===== config.mk =====
export PLATFORM = sky130hd
export DESIGN_NAME = vga_timing_gen
export DESIGN_NICKNAME = d
export VERILOG_FILES = /design/src/rtl/vga_timing_gen.sv
export SDC_FILE = /design/constraint.sdc
export NUM_CORES = 1
export LEC_CHECK = 0
export ABC_AREA = 1
export CAP_MARGIN = 0
export CORE_ASPECT_RATIO = 0.8
export CORE_MARGIN = 2
export CORE_UTILIZATION = 45
export DETAILED_ROUTE_END_ITERATION = 8
export GPL_TIMING_DRIVEN = 0
export HOLD_SLACK_MARGIN = 0.1
export PLACE_DENSITY = 0.67
export SLEW_MARGIN = 15
export SYNTH_ARGS = -nofsm -noshare
export SYNTH_HDL_FRONTEND = slang
export SYNTH_SLANG_ARGS = --single-unit

===== constraint.sdc =====
create_clock -name clk -period 2.5 [get_ports clk]
set_input_delay 0.375 -clock clk [delete_from_list [all_inputs] [get_ports clk]]
set_output_delay 0.375 -clock clk [all_outputs]
set_load 0.005 [all_outputs]

===== src/rtl/vga_timing_gen.sv =====
// Purpose : parametrised raster timing generator (sync, active area, pixel coords, strobes, frame count).
// Latency : outputs reflect the counter position PIPE_DELAY ce-qualified edges earlier.
// Backpress: none; ce=0 freezes counters, pipeline and frame count in place.
//
// Ports:
//   clk, reset    pixel clock, synchronous active-high reset (wins over ce)
//   ce            pixel enable
//   hsync, vsync  syncs driven at HSYNC_POL / VSYNC_POL when asserted
//   activevideo   high inside the visible area
//   x_px, y_px    visible column/row, 0 outside the visible area
//   line_start    one-pixel strobe at hc==0
//   endframe      one-pixel strobe on the last pixel of the frame
//   frame_cnt     completed-frame count, wraps modulo 2^FRAME_W
module vga_timing_gen #(
  parameter int H_ACTIVE   = 640,
  parameter int H_FP       = 24,
  parameter int H_SYNC     = 40,
  parameter int H_BP       = 128,
  parameter int V_ACTIVE   = 480,
  parameter int V_FP       = 9,
  parameter int V_SYNC     = 3,
  parameter int V_BP       = 28,
  parameter bit HSYNC_POL  = 1'b0,
  parameter bit VSYNC_POL  = 1'b0,
  parameter int PIPE_DELAY = 1,
  parameter int CW         = 10,
  parameter int FRAME_W    = 8
) (
  input  logic               clk,
  input  logic               reset,
  input  logic               ce,
  output logic               hsync,
  output logic               vsync,
  output logic               activevideo,
  output logic [CW-1:0]      x_px,
  output logic [CW-1:0]      y_px,
  output logic               line_start,
  output logic               endframe,
  output logic [FRAME_W-1:0] frame_cnt
);

  localparam int H_BLANK = H_FP + H_SYNC + H_BP;
  localparam int H_TOTAL = H_BLANK + H_ACTIVE;
  localparam int V_BLANK = V_FP + V_SYNC + V_BP;
  localparam int V_TOTAL = V_BLANK + V_ACTIVE;

  localparam logic [CW-1:0] H_LAST    = CW'(H_TOTAL - 1);
  localparam logic [CW-1:0] V_LAST    = CW'(V_TOTAL - 1);
  localparam logic [CW-1:0] H_SYNC_LO = CW'(H_FP);
  localparam logic [CW-1:0] H_SYNC_HI = CW'(H_FP + H_SYNC);
  localparam logic [CW-1:0] V_SYNC_LO = CW'(V_FP);
  localparam logic [CW-1:0] V_SYNC_HI = CW'(V_FP + V_SYNC);
  localparam logic [CW-1:0] H_BLANK_W = CW'(H_BLANK);
  localparam logic [CW-1:0] V_BLANK_W = CW'(V_BLANK);

  if (PIPE_DELAY < 1) begin : g_err_pipe
    $error("vga_timing_gen: PIPE_DELAY must be at least 1");
  end
  if (H_ACTIVE < 1 || H_FP < 1 || H_SYNC < 1 || H_BP < 1 ||
      V_ACTIVE < 1 || V_FP < 1 || V_SYNC < 1 || V_BP < 1) begin : g_err_len
    $error("vga_timing_gen: all timing lengths must be non-zero");
  end
  if (longint'(H_TOTAL) > (64'd1 << CW) || longint'(V_TOTAL) > (64'd1 << CW)) begin : g_err_cw
    $error("vga_timing_gen: CW too narrow for H_TOTAL-1 / V_TOTAL-1");
  end

  typedef struct packed {
    logic          hsync;
    logic          vsync;
    logic          active;
    logic [CW-1:0] x;
    logic [CW-1:0] y;
    logic          line_start;
    logic          endframe;
  } stage_t;

  // Value every pipeline stage holds after reset until real data reaches it.
  localparam stage_t IDLE = '{hsync: ~HSYNC_POL, vsync: ~VSYNC_POL, active: 1'b0,
                              x: '0, y: '0, line_start: 1'b0, endframe: 1'b0};

  logic [CW-1:0]      hc_q, hc_d;
  logic [CW-1:0]      vc_q, vc_d;
  logic [FRAME_W-1:0] frame_cnt_q, frame_cnt_d;
  stage_t             raw;
  stage_t             pipe_q [PIPE_DELAY];
  stage_t             pipe_d [PIPE_DELAY];

  // Raster counters
  always_comb begin
    hc_d = hc_q;
    vc_d = vc_q;
    if (ce) begin
      if (hc_q == H_LAST) begin
        hc_d = '0;
        vc_d = (vc_q == V_LAST) ? '0 : vc_q + CW'(1);
      end else begin
        hc_d = hc_q + CW'(1);
      end
    end
  end

  // Raw per-position signals, decoded from the current counter values
  always_comb begin
    logic h_act, v_act;
    h_act          = (hc_q >= H_BLANK_W);
    v_act          = (vc_q >= V_BLANK_W);
    raw            = IDLE;
    raw.hsync      = (hc_q >= H_SYNC_LO && hc_q < H_SYNC_HI) ? HSYNC_POL : ~HSYNC_POL;
    raw.vsync      = (vc_q >= V_SYNC_LO && vc_q < V_SYNC_HI) ? VSYNC_POL : ~VSYNC_POL;
    raw.active     = h_act && v_act;
    raw.x          = (h_act && v_act) ? hc_q - H_BLANK_W : '0;
    raw.y          = (h_act && v_act) ? vc_q - V_BLANK_W : '0;
    raw.line_start = (hc_q == '0);
    raw.endframe   = (hc_q == H_LAST) && (vc_q == V_LAST);
  end

  // Alignment pipeline; shifts only on ce so strobes hold across ce=0 edges
  always_comb begin
    for (int i = 0; i < PIPE_DELAY; i++) pipe_d[i] = pipe_q[i];
    if (ce) begin
      pipe_d[0] = raw;
      for (int i = 1; i < PIPE_DELAY; i++) pipe_d[i] = pipe_q[i-1];
    end
  end

  // The endframe output rises exactly when a ce edge loads it into the last stage.
  always_comb begin
    frame_cnt_d = frame_cnt_q;
    if (ce && pipe_d[PIPE_DELAY-1].endframe) frame_cnt_d = frame_cnt_q + FRAME_W'(1);
  end

  always_ff @(posedge clk) begin
    if (reset) begin
      hc_q        <= '0;
      vc_q        <= '0;
      frame_cnt_q <= '0;
      for (int i = 0; i < PIPE_DELAY; i++) pipe_q[i] <= IDLE;
    end else begin
      hc_q        <= hc_d;
      vc_q        <= vc_d;
      frame_cnt_q <= frame_cnt_d;
      for (int i = 0; i < PIPE_DELAY; i++) pipe_q[i] <= pipe_d[i];
    end
  end

  assign hsync       = pipe_q[PIPE_DELAY-1].hsync;
  assign vsync       = pipe_q[PIPE_DELAY-1].vsync;
  assign activevideo = pipe_q[PIPE_DELAY-1].active;
  assign x_px        = pipe_q[PIPE_DELAY-1].x;
  assign y_px        = pipe_q[PIPE_DELAY-1].y;
  assign line_start  = pipe_q[PIPE_DELAY-1].line_start;
  assign endframe    = pipe_q[PIPE_DELAY-1].endframe;
  assign frame_cnt   = frame_cnt_q;

endmodule


# [After elaboration in Yosys (flattened, before gate mapping)]
# Memories as Yosys holds them, arrays and structs flattened.
# Index checks and enable logic that the tools add are counted.
[word_totals] ff_bits=28 mem_bits_rw=25 in_bits=3 out_inout_bits=33 elab_cells=37 n_memories=1
[classes] n_addsub=5 order_cmp=6 eq_ne=2 n_mux=12 reduce_logical=8
[memory_table] memory="pipe_q" depth=1 width=25 read_ports=1 rd_ports_with_merged_regs=0 wr=1 line="85" text="stage_t pipe_q [PIPE_DELAY];"
[op_table] operator="$mux W25" n=2
[op_table] operator="$mux W10" n=4
[op_table] operator="$reduce_or A25 Y1" n=1
[op_table] operator="$add A10 B1 Y10 const B" n=2
[op_table] operator="$eq A10 B10 Y1 const B" n=2
[op_table] operator="$ge A10 B4 Y1 const B" n=1
[op_table] operator="$ge A10 B5 Y1 const B" n=1
[op_table] operator="$ge A10 B6 Y1 const B" n=1
[op_table] operator="$ge A10 B8 Y1 const B" n=1
[op_table] operator="$logic_not A10 Y1" n=1
[op_table] operator="$lt A10 B4 Y1 const B" n=1
[op_table] operator="$lt A10 B7 Y1 const B" n=1
[op_table] operator="$sub A10 B6 Y10 const B" n=1
[op_table] operator="$sub A10 B8 Y10 const B" n=1
[op_table] operator="$add A8 B1 Y8 const B" n=1
[op_table] operator="$mux W1" n=6
[op_table] operator="$logic_and A1 B1 Y1" n=5
[op_table] operator="$reduce_and A2 Y1" n=1

# [Logic depth before layout (Yosys ltp)]
[logic_depth] ltp_word=5 depth_mapped=11 mapped_depth_nobuf=11

# [Least setup slack after synthesis]
# Ideal clock, no wire load.
[synth_path] path_type="register to register" startpoint="register vc_q[0]" endpoint="register frame_cnt_q[2] (netlist: frame_cnt[2])" setup_ns=0.109 arrival_ns=1.337 t_required_ns=2.391 slack_ns=1.054 path_stages_with_launch=11 path_buffers=0 path_cell_list="dfxtp_1 ha_1 nand2_1 inv_1 nand3_1 nor2_4 nand2_2 nand2_2 nand2_1 nand2_1 inv_1"
[synth_via] elab_chain_cells=4
[synth_lines] item="start: declaration" line="82" text="logic [CW-1:0] vc_q, vc_d;"
[synth_lines] item="start signal: assignment" line="140" text="vc_q <= vc_d;"
[synth_lines] item="$eq A10 B10 Y1" line="114" text="raw.endframe = (hc_q == H_LAST) && (vc_q == V_LAST);"
[synth_lines] item="$logic_and A1 B1 Y1" line="114"
[synth_lines] item="$mux W25" line="120" text="if (ce) begin"
[synth_lines] item="$logic_and A1 B1 Y1" line="129" text="if (ce && pipe_d[PIPE_DELAY-1].endframe) frame_cnt_d = frame_cnt_q + FRAME_W'(1);"
[synth_lines] item="end signal: assignment" line="141" text="frame_cnt_q <= frame_cnt_d;"
[synth_lines] item="end: declaration" line="83" text="logic [FRAME_W-1:0] frame_cnt_q, frame_cnt_d;"
# No other way between the ends.
# A chain may end at the register's enable or synchronous reset.

# [Worst setup path after layout]
[layout_path] startpoint="register hc_q[6]" endpoint="register vc_q[9]"
[layout_via] elab_chain_cells=2
[layout_lines] item="start: declaration" line="81" text="logic [CW-1:0] hc_q, hc_d;"
[layout_lines] item="start signal: assignment" line="134" text="hc_q <= '0;"
[layout_lines] item="start signal: assignment" line="139" text="hc_q <= hc_d;"
[layout_lines] item="$eq A10 B10 Y1" line="93" text="if (hc_q == H_LAST) begin"
[layout_lines] item="$reduce_and A2 Y1 (no line)"
# No other way between the ends.

==> results.py <==
metrics = {
    "grt": {
        "grt_usage_pct": 19.5,
        "grt_first_pass_wirelength_um": 10700,
        "antenna_found_initial": 0,
        "grt_pass1_vias": 2339,
        "grt.overflow.total": 0,
        "grt_max_degree": 18,
    },
    "finish": {
        "layout.cells.non_filler": 524,
        "area_delta_synth_final_pct": 20.7,
        "multiInputGateArea_um2": 1390,
        "finish.net_count": 456,
        "diodes": 0,
        "drive_gt1_share_pct": 7.90,
        "nFillCells": 572,
        "regArea_um2": 1060,
    },
    "status": {
        "outcome": "finished clean",
    },
    "setup_path": {
        "cp-end-kind": "flop",
        "r2r_start": "hc_q[6]",
        "reg2reg_to": "vc_q[9]",
        "slowest_delay_ns": 0.36,
        "cp_data_arrival_time_ns": 2.07,
        "startpoint": "hc_q[6]",
        "r2r_cells": 9,
        "crit_path_max_fanout": 5,
        "slowest_stage": "nor2_1",
        "worstPathRequired_ns": 2.72,
        "rrSetupSlack_ns": 0.66,
        "cpMostUsedCell": "nor2_1",
        "critical_path.cell_chain": "inv_1 > ha_1 > inv_1 > nor2_2 > nand3_1 > nor2_1 > nor2_1 > nand2_1 > nor2_1",
        "worstSetupPathType": "reg2reg",
        "startpoint_type": "flop",
    },
    "drt": {
        "drt_iter0_markers": 144,
        "wl_per_cell_um": 11.9,
        "ant_nets": 0,
        "dr.pass1.iters": 4,
        "vias_per_cell": 4.89,
        "wl_um": 6230,
        "drc": 0,
        "num_vias": 2561,
    },
    "cts": {
        "clkLatencyLatePin_ns": 0.32,
        "hold_buffers": 0,
        "cts_sinks": 53,
        "cts_tree": "yes",
        "cts.path.max_buffers": 2,
        "postCtsResizedCells": 0,
        "htree_levels": 2,
        "cts_inserted_buffers": 5,
        "cts-root-buf": "clkbuf_8",
        "clk_pin_slew_ns": 0.11,
        "postCtsSetupRepairBufs": 0,
    },
    "synth": {
        "synth_cells": 400,
        "netlist_area_um2": 2740,
        "syn_avg_cell_area_um2": 6.86,
        "ys_ff_latch": 53,
        "syn-num-nets": 414,
        "synth_top_area_share_pct": 38.7,
        "yosysSeqAreaShare_pct": 38.7,
        "synth_area_leaders": "dfxtp_1 39%, nand2_1 16%, inv_1 6.8%",
        "synth_cell_types": 32,
        "synth_top_cell_by_area": "dfxtp_1",
        "ys_warn_count": 0,
    },
    "hold_path": {
        "holdPathStages": 2,
        "hold_class": "reg2reg",
        "hold_path.startpoint": "pipe_q[0][11]",
        "holdPathEnd": "pipe_q[0][11]",
    },
    "sta": {
        "drv_slew": 0,
        "finalSetupViolCount": 0,
        "hold_viol": 0,
        "max_freq_ghz": 0.542,
        "rsz0062_at_grt": "no",
        "finalSetupTns_ns": 0,
        "post-route-period-util_pct": 73.8,
        "finClkSkew_ns": 0.00974,
        "layout_min_cycle_time_ns": 1.84,
        "max_slew_margin_pct": 66.3,
        "tightest_slew_ns": 0.505,
    },
    "placement": {
        "numPortBuffers": 35,
        "dp.cells": 516,
        "hpwl_um": 4670,
        "place_congestion": 0.876,
    },
    "floorplanning": {
        "boundaryPins": 36,
        "placementRows": 25,
        "die-area_um2": 6740,
        "fp.dieW_um": 91.3,
        "initial_utilization_pct": 46.4,
        "die_y_um": 73.8,
        "core_area_um2": 5910,
    },
    "pwr": {
        "ir_worst_vdd_mv": 0.326,
        "power_density_nw_per_um2": 457,
        "p_leak_uw": 0.00136,
    },
    "job": {
        "drv_cap": 0,
    },
}
logic make-up (layout without fill, tap and decap cells):
family                   Yosys count  after routing  synth area share (%)
AO/OA/AOI/OAI                     47             47                  9.62
adder cells (fa/ha/maj)           11             11                  5.02
flip-flops                        53             53                  38.7
XOR/XNOR                           4              4                  1.28
buffers and inverters             67            110                  10.9
AND/OR/NAND/NOR                  218            218                  34.6
per-stage QoR:
step	hold WS, ns	util, %	setup slack, ns	cell area, um^2	total power (uW)
6_report	0.471	56.0	0.656	3310	1510
5_1_grt	0.494	56.0	0.471	3310	1570
4_1_cts	0.474	56.0	0.677	3310	1520
3_5_place_dp	0.458	54.1	0.555	3200	931
3_3_place_gp	0.454	54.1	0.574	3200	931
2_1_floorplan	0.460	-	1.05	2740	908
worst max path at each step:
stage	slack, ns	end	depth (start not counted)
2_1_floorplan	1.05	frame_cnt[2]	10
3_3_place_gp	0.57	hc_q[9]	8
3_5_place_dp	0.56	hc_q[9]	8
4_1_cts	0.68	vc_q[9]	9
5_1_grt	0.47	vc_q[9]	9
6_report	0.66	vc_q[9]	9
synthesized netlist by cell type:
| library cell | instances |
|---|---|
| a21oi_1 | 32 |
| a21oi_2 | 4 |
| and2_4 | 1 |
| buf_1 | 1 |
| buf_12 | 1 |
| buf_2 | 2 |
| buf_4 | 1 |
| buf_6 | 3 |
| clkbuf_1 | 5 |
| clkbuf_2 | 1 |
| dfxtp_1 | 53 |
| ha_1 | 11 |
| inv_1 | 50 |
| inv_2 | 3 |
| nand2_1 | 117 |
| nand2_2 | 3 |
| nand2_4 | 1 |
| nand3_1 | 27 |
| nand4_1 | 12 |
| nor2_1 | 48 |
| nor2_2 | 1 |
| nor2_4 | 5 |
| nor3_1 | 2 |
| nor3b_1 | 1 |
| o2111ai_1 | 1 |
| o211ai_1 | 1 |
| o21a_1 | 1 |
| o21ai_0 | 6 |
| o21ai_2 | 1 |
| o22ai_1 | 1 |
| xnor2_1 | 1 |
| xor2_1 | 3 |
sequential cells by signal (all words and copies together) (netlist names):
register and count:
pipe_q 25, hc_q 10, vc_q 10, frame_cnt 8
critical path, delay by kind of cell (launching register included):
kind	cells	cell delay [ns]
adders and majority gates	1	0.17
buffers and inverters	2	0.20
DFF	1	0.34
and+or+nand+nor	6	1.04
layout make-up:
type | count | share of cell area [%]
repair buffers | 35 | 10.6
clock inverters | 3 | 1.40
inverters | 53 | 6.01
clock buffers | 5 | 2.08
flip-flops and latches | 53 | 32.0
plain buffers | 14 | 2.99
well taps | 81 | 3.06
multi-input cells | 280 | 41.8
placed cells by master (no fill, tap or decap), types with 3 or more instances in the layout:
cell type	count
nand4_1	12
nand3_1	27
nor2_1	48
dfxtp_1	53
clkbuf_1	5
clkdlybuf4s50_1	35
o21ai_0	6
a21oi_1	32
a21oi_2	4
clkbuf_8	5
ha_1	11
nand2_2	3
xor2_1	3
nand2_1	117
inv_1	50
inv_2	3
buf_6	3
nor2_4	5
where the power goes:
group | leakage [uW] | internal [uW] | switching (uW)
clock network | 0.0000543 | 300 | 302
logic | 0.000877 | 18.8 | 39.4
registers | 0.000428 | 849 | 5.32
metal layers:
| metal | vias to the layer above | share of wire [%] | track usage, % |
|---|---|---|---|
| li1 | 1334 | - | - |
| met1 | 1161 | 54 | 28.9 |
| met2 | 58 | 41 | 28.8 |
| met3 | 8 | 4.8 | 4.10 |
| met4 | 0 | 0.82 | 5.05 |
| met5 | - | 0 | 0 |
(Power assumes the default switching activity.)
